File: config.mk
export PLATFORM = sky130hd
export DESIGN_NAME = ovl_win_unchange_sched
export DESIGN_NICKNAME = d
export VERILOG_FILES = /design/src/rtl/ovl_win_unchange_sched.sv
export SDC_FILE = /design/constraint.sdc
export NUM_CORES = 1
export LEC_CHECK = 0
export ABC_AREA = 0
export ABC_CLOCK_PERIOD_IN_PS = 3200
export BUFFER_PORTS_ARGS = -buffer_cell sky130_fd_sc_hd__buf_2
export CAP_MARGIN = 20
export CELL_PAD_IN_SITES_DETAIL_PLACEMENT = 2
export CELL_PAD_IN_SITES_GLOBAL_PLACEMENT = 2
export CORE_ASPECT_RATIO = 1.25
export CORE_UTILIZATION = 32
export DETAILED_ROUTE_END_ITERATION = 7
export PLACE_DENSITY = 0.81
export SLEW_MARGIN = 20
export SYNTH_ARGS = -nofsm -noshare
export SYNTH_HDL_FRONTEND = slang
export SYNTH_SLANG_ARGS = --single-unit
File: constraint.sdc
create_clock -name clock -period 3.2 [get_ports clock]
set_input_delay 0.32 -clock clock [delete_from_list [all_inputs] [get_ports clock]]
set_output_delay 0.32 -clock clock [all_outputs]
set_load 0.02 [all_outputs]
File: src/rtl/ovl_win_unchange_sched.sv
// Round-robin scheduler sharing one ovl_win_unchange checker among NUM_REQ
// requesters. Each grant drives a start/hold/end window into the checker,
// watches chk_fire[0] through a short drain period, and then reports a
// pass/fail result tagged with the requester id.
//
// Optional feature: define OVL_WIN_SCHED_ERR_INJECT_EN to add the inject_err
// input. It flips test_expr[0] in the first window cycle, so a checker fire
// becomes the expected (passing) outcome.
module ovl_win_unchange_sched #(
  parameter int NUM_REQ  = 4,
  parameter int WIDTH    = 4,
  parameter int LEN_W    = 4,
  parameter int FIRE_LAT = 1,
  localparam int ID_W    = $clog2(NUM_REQ)
) (
  input  logic                     clock,
  input  logic                     reset,
  input  logic                     enable,
  input  logic [NUM_REQ-1:0]       req,
  input  logic [NUM_REQ*WIDTH-1:0] req_data,
  input  logic [NUM_REQ*LEN_W-1:0] req_len,
`ifdef OVL_WIN_SCHED_ERR_INJECT_EN
  input  logic                     inject_err,
`endif
  output logic [NUM_REQ-1:0]       gnt,
  output logic                     chk_enable,
  output logic                     start_event,
  output logic [WIDTH-1:0]         test_expr,
  output logic                     end_event,
  input  logic [2:0]               chk_fire,
  output logic                     done,
  output logic [ID_W-1:0]          done_id,
  output logic                     done_fail
);

  typedef enum logic [2:0] {IDLE, START, WINDOW, END, DRAIN, REPORT} state_t;

  state_t             state;
  logic [ID_W-1:0]    ptr;
  logic [ID_W-1:0]    id_q;
  logic [WIDTH-1:0]   data_q;
  logic [LEN_W-1:0]   len_q;
  logic [LEN_W-1:0]   cnt;
  logic [2:0]         dcnt;
  logic               fire_seen;
  logic               inj_q;

  logic               sel_found;
  logic [ID_W-1:0]    sel_id;
  logic [ID_W:0]      idx;
  logic [WIDTH-1:0]   sel_data;
  logic [LEN_W-1:0]   sel_len;
  logic [NUM_REQ-1:0] sel_onehot;
  logic               inj_in;
  logic               fail_now;
  logic               unused_fire;

  // Only the "assertion fired" bit of the checker matters here.
  assign unused_fire = &{1'b0, chk_fire[2:1]};

`ifdef OVL_WIN_SCHED_ERR_INJECT_EN
  assign inj_in = inject_err;
`else
  assign inj_in = 1'b0;
`endif

  // An injected error is only real when a window cycle existed to carry it;
  // in that case a checker fire is the expected result.
  assign fail_now = (inj_q && (len_q != '0)) ? !fire_seen : fire_seen;

  // Pick the first requester at or above the pointer, wrapping around.
  always_comb begin
    sel_found = 1'b0;
    sel_id    = '0;
    idx       = '0;
    for (int k = 0; k < NUM_REQ; k++) begin
      idx = {1'b0, ptr} + (ID_W+1)'(k);
      if (idx >= (ID_W+1)'(NUM_REQ)) idx = idx - (ID_W+1)'(NUM_REQ);
      if (!sel_found && req[idx[ID_W-1:0]]) begin
        sel_found = 1'b1;
        sel_id    = idx[ID_W-1:0];
      end
    end
  end

  // Extract the winning requester's data, length and grant bit.
  always_comb begin
    sel_data   = '0;
    sel_len    = '0;
    sel_onehot = '0;
    for (int i = 0; i < NUM_REQ; i++) begin
      if (sel_id == ID_W'(i)) begin
        sel_data      = req_data[i*WIDTH +: WIDTH];
        sel_len       = req_len[i*LEN_W +: LEN_W];
        sel_onehot[i] = 1'b1;
      end
    end
  end

  // Transaction FSM with all checker-facing and result outputs registered.
  always_ff @(posedge clock) begin
    if (reset) begin
      state       <= IDLE;
      ptr         <= '0;
      id_q        <= '0;
      data_q      <= '0;
      len_q       <= '0;
      cnt         <= '0;
      dcnt        <= '0;
      fire_seen   <= 1'b0;
      inj_q       <= 1'b0;
      gnt         <= '0;
      chk_enable  <= 1'b0;
      start_event <= 1'b0;
      end_event   <= 1'b0;
      test_expr   <= '0;
      done        <= 1'b0;
      done_id     <= '0;
      done_fail   <= 1'b0;
    end else begin
      chk_enable <= enable;
      done       <= 1'b0;
      if ((state == START || state == WINDOW || state == END || state == DRAIN) && chk_fire[0])
        fire_seen <= 1'b1;
      case (state)
        IDLE: begin
          if (enable && sel_found) begin
            id_q        <= sel_id;
            data_q      <= sel_data;
            len_q       <= sel_len;
            inj_q       <= inj_in;
            gnt         <= sel_onehot;
            fire_seen   <= 1'b0;
            start_event <= 1'b1;
            test_expr   <= sel_data;
            state       <= START;
          end
        end
        START: begin
          start_event <= 1'b0;
          if (len_q != '0) begin
            cnt       <= len_q;
            test_expr <= data_q ^ {{(WIDTH-1){1'b0}}, inj_q};
            state     <= WINDOW;
          end else begin
            end_event <= 1'b1;
            state     <= END;
          end
        end
        WINDOW: begin
          test_expr <= data_q;
          if (cnt == LEN_W'(1)) begin
            end_event <= 1'b1;
            state     <= END;
          end else begin
            cnt <= cnt - LEN_W'(1);
          end
        end
        END: begin
          end_event <= 1'b0;
          dcnt      <= 3'(FIRE_LAT);
          state     <= DRAIN;
        end
        DRAIN: begin
          if (dcnt == 3'd1) begin
            test_expr <= '0;
            state     <= REPORT;
          end else begin
            dcnt <= dcnt - 3'd1;
          end
        end
        REPORT: begin
          done      <= 1'b1;
          done_id   <= id_q;
          done_fail <= fail_now;
          gnt       <= '0;
          ptr       <= (id_q == ID_W'(NUM_REQ-1)) ? '0 : id_q + ID_W'(1);
          state     <= IDLE;
        end
        default: state <= IDLE;
      endcase
    end
  end

endmodule

* Yosys cells after proc, flatten, opt, wreduce, memory -nomap -nowiden
Index checks and enable logic that the tools add are counted.
** Storage, ports and cells
- Bits of input ports :: 42
- Output and inout bits :: 15
- Register bits :: 38
- Logic and storage cells :: 138
** Cells by class
- Mux-type cells :: 58
- Reduce and logical (&&, ||, !) cells :: 28
- Magnitude comparators :: 8
- Equality and inequality tests :: 18
- $add $sub $neg :: 10
** Operators with widths (count)
- 4-bit 2-to-1 mux :: 14
- 1-bit 2-to-1 mux :: 20
- 2-bit 2-to-1 mux :: 9
- 4-bit one-hot mux with 2 select lines :: 2
- 4-bit one-hot mux with 4 select lines :: 1
- 3-bit one-hot mux with 5 select lines :: 1
- 2-bit by 3-bit < comparator with 1-bit output (second input constant) :: 4
- 3-bit 2-to-1 mux :: 4
- 2-bit != test (second input constant) :: 5
- 3-bit greater-or-equal comparator (second input constant) :: 3
- 3-bit AND reduction :: 3
- 1-bit binary-select mux with 2-bit select :: 4
- 2-bit AND reduction :: 4
- 2-bit nonzero test :: 4
- 4-bit nonzero test :: 2
- 2-bit by 1-bit subtractor with 2-bit output (second input constant) :: 4
- 2-bit by 2-bit adder with 3-bit output (second input constant) :: 2
- 2-bit equality test (second input constant) :: 3
- 3-bit by 1-bit equality test with 1-bit output (second input constant) :: 2
- 3-bit by 2-bit equality test with 1-bit output (second input constant) :: 2
- 3-bit equality test (second input constant) :: 2
- 3-bit one-hot mux with 2 select lines :: 1
- 1-bit logical AND :: 5
- 4-bit by 1-bit equality test with 1-bit output (second input constant) :: 1
- other kinds (15) :: 20

* Longest topological paths before layout
- Word-level depth :: 21
- Mapped depth :: 8

* Least setup slack after synthesis
OpenSTA, ideal clock, no wires.
- Kind :: in2reg
- Start :: in req[2]
- End :: reg len_q[1]
- Arrival time :: 1.684 ns
- Buffers on the path :: 1
- Stages :: 7
- Required time :: 3.066 ns
- Library setup time :: 0.134 ns
- Setup slack :: 1.383 ns
- Cell sequence :: nor2b_2 -> a21boi_1 -> o32a_1 -> buf_6 -> mux2_4 -> a222oi_1 -> a211oi_1
** Between the ends
- Longest elaborated chain between the ends :: 17
- Elaborated cells between the ends (all ways) :: 32
- Those cells by class :: 3 x eq/ne; 20 x mux; 9 x reduce/logical
** RTL lines
- start: declaration :: RTL line 19 : input logic [NUM_REQ-1:0] req,
- 1-bit binary-select mux with 2-bit select :: RTL line 79 : if (!sel_found && req[idx[ID_W-1:0]]) begin
- 1-bit 2-to-1 mux (not written as such) :: RTL line 79
- 1-bit 2-to-1 mux :: RTL line 79
- 1-bit zero test :: RTL line 79
- 1-bit logical AND :: RTL line 79
- 1-bit 2-to-1 mux :: RTL line 79
- 1-bit zero test :: RTL line 79
- 1-bit logical AND :: RTL line 79
- 1-bit 2-to-1 mux :: RTL line 79
- 1-bit zero test :: RTL line 79
- 1-bit logical AND :: RTL line 79
- 2-bit 2-to-1 mux :: RTL line 79
- 2-bit zero test :: RTL line 92 : if (sel_id == ID_W'(i)) begin
- 4-bit 2-to-1 mux (4 in series) :: RTL line 92
- end signal: assignment :: RTL line 130 : len_q <= sel_len;
- end: declaration :: RTL line 42 : logic [LEN_W-1:0] len_q;
Several ways; a longest one is shown, not always the timed one. The select of a mux whose other input is x is not followed.
A chain may end at the register's enable or synchronous reset.

* Final worst setup path
- Start :: reg ptr[0]
- End :: reg len_q[2]
** Between the ends
- Longest elaborated chain between the ends :: 19
- Elaborated cells between the ends (all ways) :: 47
- Those cells by class :: 7 x add/sub; 4 x order compare; 3 x eq/ne; 24 x mux; 9 x reduce/logical
** RTL lines
- start: declaration :: RTL line 39 : logic [ID_W-1:0] ptr;
- start signal: assignment :: RTL line 177 : ptr <= (id_q == ID_W'(NUM_REQ-1)) ? '0 : id_q + ID_W'(1);
- branches (longest 19 deep; another with 2-bit by 1-bit adder with 3-bit output)
Several ways; the timed one is not identified. The select of a mux whose other input is x is not followed.

==> flow_summary.html <==
<table>
<tr><th>Metric</th><th>Value</th></tr>
<tr><th colspan="2">Pwr</th></tr>
<tr><td>Clock power frac</td><td>23.0%</td></tr>
<tr><td>Proportion of power drawn by combinational gates</td><td>38.6%</td></tr>
<tr><td>Power dissipated by switching net loads</td><td>0.664 mW</td></tr>
<tr><td>Max IR drop VDD</td><td>0.200 mV</td></tr>
<tr><td>Sw Ratio</td><td>39.3%</td></tr>
<tr><td>Lkg Pwr</td><td>1.03 nW</td></tr>
<tr><td>Internal Power</td><td>1.02 mW</td></tr>
<tr><td>Design Power</td><td>1.69 mW</td></tr>
<tr><td>Sequential share of power</td><td>38.3%</td></tr>
<tr><td>Pwr Density</td><td>667 nW/um2</td></tr>
<tr><th colspan="2">Yosys</th></tr>
<tr><td>Top-count cell post-synth</td><td>dfxtp_1</td></tr>
<tr><td>Cell type with the largest total area after synthesis</td><td>dfxtp_1</td></tr>
<tr><td>Synthesized area per cell</td><td>8.41 um2</td></tr>
<tr><td>Share of Yosys cell area claimed by the top area cell type</td><td>36.3%</td></tr>
<tr><td>Dominant combinational cell family by area after synthesis</td><td>compound AO/OA/AOI/OAI gates</td></tr>
<tr><td>Cell count after synthesis</td><td>249</td></tr>
<tr><td>Post-Synthesis Cell Area</td><td>2090 um2</td></tr>
<tr><td>Top post-synthesis cells by count</td><td>38 x dfxtp_1, 26 x nor2_1, 25 x nand2_1</td></tr>
<tr><td>Post-synthesis xor/xnor area fraction</td><td>0.418%</td></tr>
<tr><td>YS warnings</td><td>0</td></tr>
<tr><td>Number of flip-flops and latches in the synthesized netlist</td><td>38</td></tr>
<tr><td>Async S/R FF share, synth</td><td>0%</td></tr>
<tr><td>Share of synthesized area spent on multiplexers</td><td>9.86%</td></tr>
<tr><td>Cell variety after synth</td><td>56</td></tr>
<tr><td>Synth top area cells</td><td>dfxtp_1 36%, a21oi_1 4.8%, nor2_1 4.7%, nand2_1 4.5%, mux2_4 4.3%</td></tr>
<tr><td>Synthesized-area fraction occupied by adder cells</td><td>2.99%</td></tr>
<tr><td>Post-synth EDFFs</td><td>0</td></tr>
<tr><td>Simple-gate area share of the yosys netlist</td><td>21.4%</td></tr>
<tr><td>Sequential share of the synthesized area</td><td>36.3%</td></tr>
<tr><td>Syn Nets</td><td>296</td></tr>
<tr><td>Post-synth top flop</td><td>dfxtp_1</td></tr>
<tr><td>Complex-gate fraction of the synthesized area</td><td>23.2%</td></tr>
<tr><th colspan="2">Cells and area</th></tr>
<tr><td>Proportion of layout cells with a drive suffix above 1</td><td>28.7%</td></tr>
<tr><td>Area added between synthesis and finish</td><td>20.7%</td></tr>
<tr><td>Number of fill cells</td><td>766</td></tr>
<tr><td>Antenna cells</td><td>0</td></tr>
<tr><td>Number of nets in the final layout</td><td>346</td></tr>
<tr><td>Post-Layout Inst Area</td><td>2530 um2</td></tr>
<tr><td>Non-filler instance count after layout</td><td>385</td></tr>
<tr><th colspan="2">Critical path</th></tr>
<tr><td>Highest net fanout along the worst path</td><td>12</td></tr>
<tr><td>Worst Path Arrival</td><td>2.47 ns</td></tr>
<tr><td>Depth of the worst register-to-register path</td><td>6</td></tr>
<tr><td>Beginning of the worst register-to-register path</td><td>ptr[0]</td></tr>
<tr><td>Type of origin of the critical path</td><td>flip-flop</td></tr>
<tr><td>Setup slack on the worst flop-to-flop path</td><td>0.90 ns</td></tr>
<tr><td>End of the worst register-to-register path</td><td>len_q[2]</td></tr>
<tr><td>Crit path kind</td><td>reg -&gt; reg</td></tr>
<tr><td>Critical Path End Type</td><td>flip-flop</td></tr>
<tr><td>Critical Path RT</td><td>3.36 ns</td></tr>
<tr><th colspan="2">Clock network</th></tr>
<tr><td>Bufs on Longest Clock Path</td><td>2</td></tr>
<tr><td>Setup bufs post-CTS</td><td>0</td></tr>
<tr><td>Cell at the root of the clock tree</td><td>clkbuf_8</td></tr>
<tr><td>Post-CTS Hold Buffers</td><td>0</td></tr>
<tr><td>Total clock buffers created by CTS</td><td>5</td></tr>
<tr><td>Sink Count</td><td>38</td></tr>
<tr><td>Post-cts resize count</td><td>0</td></tr>
<tr><td>Latest clock arrival within the worst-skew pair</td><td>0.29 ns</td></tr>
<tr><td>H-tree levels</td><td>2</td></tr>
<tr><td>Clock tree from TritonCTS</td><td>done</td></tr>
<tr><td>Clock edge transition at the registers on the reported setup and hold paths</td><td>0.07 ns</td></tr>
<tr><th colspan="2">Drt</th></tr>
<tr><td>Drc violations</td><td>0</td></tr>
<tr><td>Routed via count</td><td>2032</td></tr>
<tr><td>Post-detailed-route wirelength per cell</td><td>16.5 um</td></tr>
<tr><td>First drt pass iteration count</td><td>6</td></tr>
<tr><td>Starting DRC count in detailed routing</td><td>102</td></tr>
<tr><td>Overall routed net length</td><td>6360 um</td></tr>
<tr><td>Ratio of routed vias to standard cells</td><td>5.28</td></tr>
<tr><td>Detail Route Antenna Nets</td><td>0</td></tr>
<tr><th colspan="2">STA</th></tr>
<tr><td>Total count of max-transition violations in the final report</td><td>0</td></tr>
<tr><td>Highest clock frequency the design can meet</td><td>0.434 GHz</td></tr>
<tr><td>Summed negative setup slack over all endpoints</td><td>0 ns</td></tr>
<tr><td>Setup skew after layout</td><td>0.00773 ns</td></tr>
<tr><td>Setup repair after global routing missed its margin</td><td>false</td></tr>
<tr><td>Tcrit/Tclk final</td><td>72.0%</td></tr>
<tr><td>Final Hold Violating Endpoints</td><td>0</td></tr>
<tr><td>Final Setup Violations</td><td>0</td></tr>
<tr><td>Pin slew with the least headroom to its limit</td><td>0.724 ns</td></tr>
<tr><td>Worst max-slew margin expressed relative to the limit</td><td>51.6%</td></tr>
<tr><td>Minimum clock period after layout</td><td>2.30 ns</td></tr>
<tr><th colspan="2">Placed design</th></tr>
<tr><td>Number of buffer cells added on primary ports</td><td>54</td></tr>
<tr><td>Weighted congestion at the end of routability-driven global placement</td><td>0.734</td></tr>
<tr><td>Cell area reported after detailed placement</td><td>2420 um2</td></tr>
<tr><td>Post-DP HPWL</td><td>4810 um</td></tr>
<tr><td>Placed instance count</td><td>377</td></tr>
<tr><th colspan="2">Min path</th></tr>
<tr><td>Beginning of the worst hold path</td><td>enable</td></tr>
<tr><td>Hold Path Depth</td><td>2</td></tr>
<tr><td>Worst min-delay path category</td><td>in -&gt; reg</td></tr>
<tr><td>Worst min-delay path endpoint</td><td>chk_enable</td></tr>
<tr><th colspan="2">Floorplan</th></tr>
<tr><td>Number of core rows</td><td>32</td></tr>
<tr><td>Die height</td><td>92.5 um</td></tr>
<tr><td>Starting density of the core</td><td>33.5%</td></tr>
<tr><td>Die extent in x</td><td>74.4 um</td></tr>
<tr><td>Floorplan core area</td><td>6250 um2</td></tr>
<tr><td>I/O pin total</td><td>57</td></tr>
<tr><td>Full die area</td><td>6870 um2</td></tr>
<tr><th colspan="2">Global route</th></tr>
<tr><td>Maximum number of pins on one net before global-route repair</td><td>32</td></tr>
<tr><td>Gr ovfl total</td><td>0</td></tr>
<tr><td>Vias in the first global route</td><td>2207</td></tr>
<tr><td>Number of antenna violations at the first check in global routing</td><td>0</td></tr>
<tr><td>Global-route wire length before repair</td><td>10800 um</td></tr>
<tr><td>Total GRT Usage</td><td>20.7%</td></tr>
<tr><th colspan="2">Run</th></tr>
<tr><td>Max-capacitance violation count</td><td>0</td></tr>
<tr><th colspan="2">Outcome</th></tr>
<tr><td>Run status</td><td>finished, final reports clean</td></tr>
</table>
worst max path at each step:
stage | startpoint | cells after the start | endpoint
2_1_floorplan | req[2] | 7 | len_q[1]
3_3_place_gp | req[2] | 7 | len_q[2]
3_5_place_dp | req[2] | 8 | data_q[2]
4_1_cts | ptr[0] | 6 | len_q[2]
5_1_grt | ptr[0] | 6 | len_q[2]
6_report | ptr[0] | 6 | len_q[2]
metal layers:
| layer | part of all wire, % | up-vias | track usage [%] |
|---|---|---|---|
| li1 | - | 995 | - |
| met1 | 42 | 989 | 24.7 |
| met2 | 53 | 42 | 36.9 |
| met3 | 3.1 | 6 | 2.94 |
| met4 | 1.4 | 0 | 6.60 |
| met5 | 0 | - | 0 |
cell type report:
class | count | area (um2) | share of cell area, %
clock buffer | 8 | 110 | 4.35
inverter | 8 | 30.0 | 1.19
multi-input combinational | 187 | 1210 | 48.0
sequential | 38 | 761 | 30.1
tap | 85 | 106 | 4.21
timing repair buffer | 59 | 308 | 12.2
layout by cell type (no fill, tap or decap), drive strengths merged, types with 5 or more instances in the layout:
master,instances
buf,59
dfxtp,38
nor2,26
nand2,26
a21oi,20
nand3,12
o21ai,12
mux2,11
nor3,8
clkbuf,8
nor2b,8
inv,7
a211oi,7
mux2i,6
ha,5
a22oi,5
critical path, cell delays in order (launching register included):
cell,delay (ns)
dfxtp_1,0.40
and2b_1,0.23
nor2_1,0.09
o32a_1,0.62
mux2_4,0.35
a222oi_1,0.36
a211oi_1,0.12
metrics by stage:
stage                     hold WS [ns]  worst slack (ns)  utilization, %
after CTS                        0.326             0.906            40.5
after global placement           0.442             0.840            38.7
final                            0.333             0.896            40.5
after floorplan                  0.440              1.38               -
after global routing             0.324             0.746            40.5
after detailed placement         0.452             0.787            38.7
power groups by stage:
stage / Clock, mW / Combinational [mW] / Sequential [mW]
after detailed placement: 0 / 0.651 / 0.657
after CTS: 0.398 / 0.660 / 0.648
final: 0.389 / 0.652 / 0.647
after global placement: 0 / 0.630 / 0.650
after floorplan: 0 / 0.437 / 0.670
after global routing: 0.417 / 0.726 / 0.661
sequential cells by signal, summed over array words and instances (netlist names):
name,flops
cnt,4
state,3
done_fail,1
ptr,2
done_id,2
done,1
end_event,1
start_event,1
chk_enable,1
len_q,4
dcnt,3
test_expr,4
data_q,4
id_q,2
gnt,4
fire_seen,1
logic make-up (layout without fill, tap and decap cells):
| group | Yosys count | in the layout |
|---|---|---|
| and+or+nand+nor | 94 | 94 |
| AOI/OAI and AO/OA | 70 | 70 |
| DFF | 38 | 38 |
| buffers and inverters | 24 | 75 |
| muxes | 17 | 17 |
| adders and majority gates | 5 | 5 |
| xor gates and xnor gates | 1 | 1 |
Power figures use the tool's default switching activity.
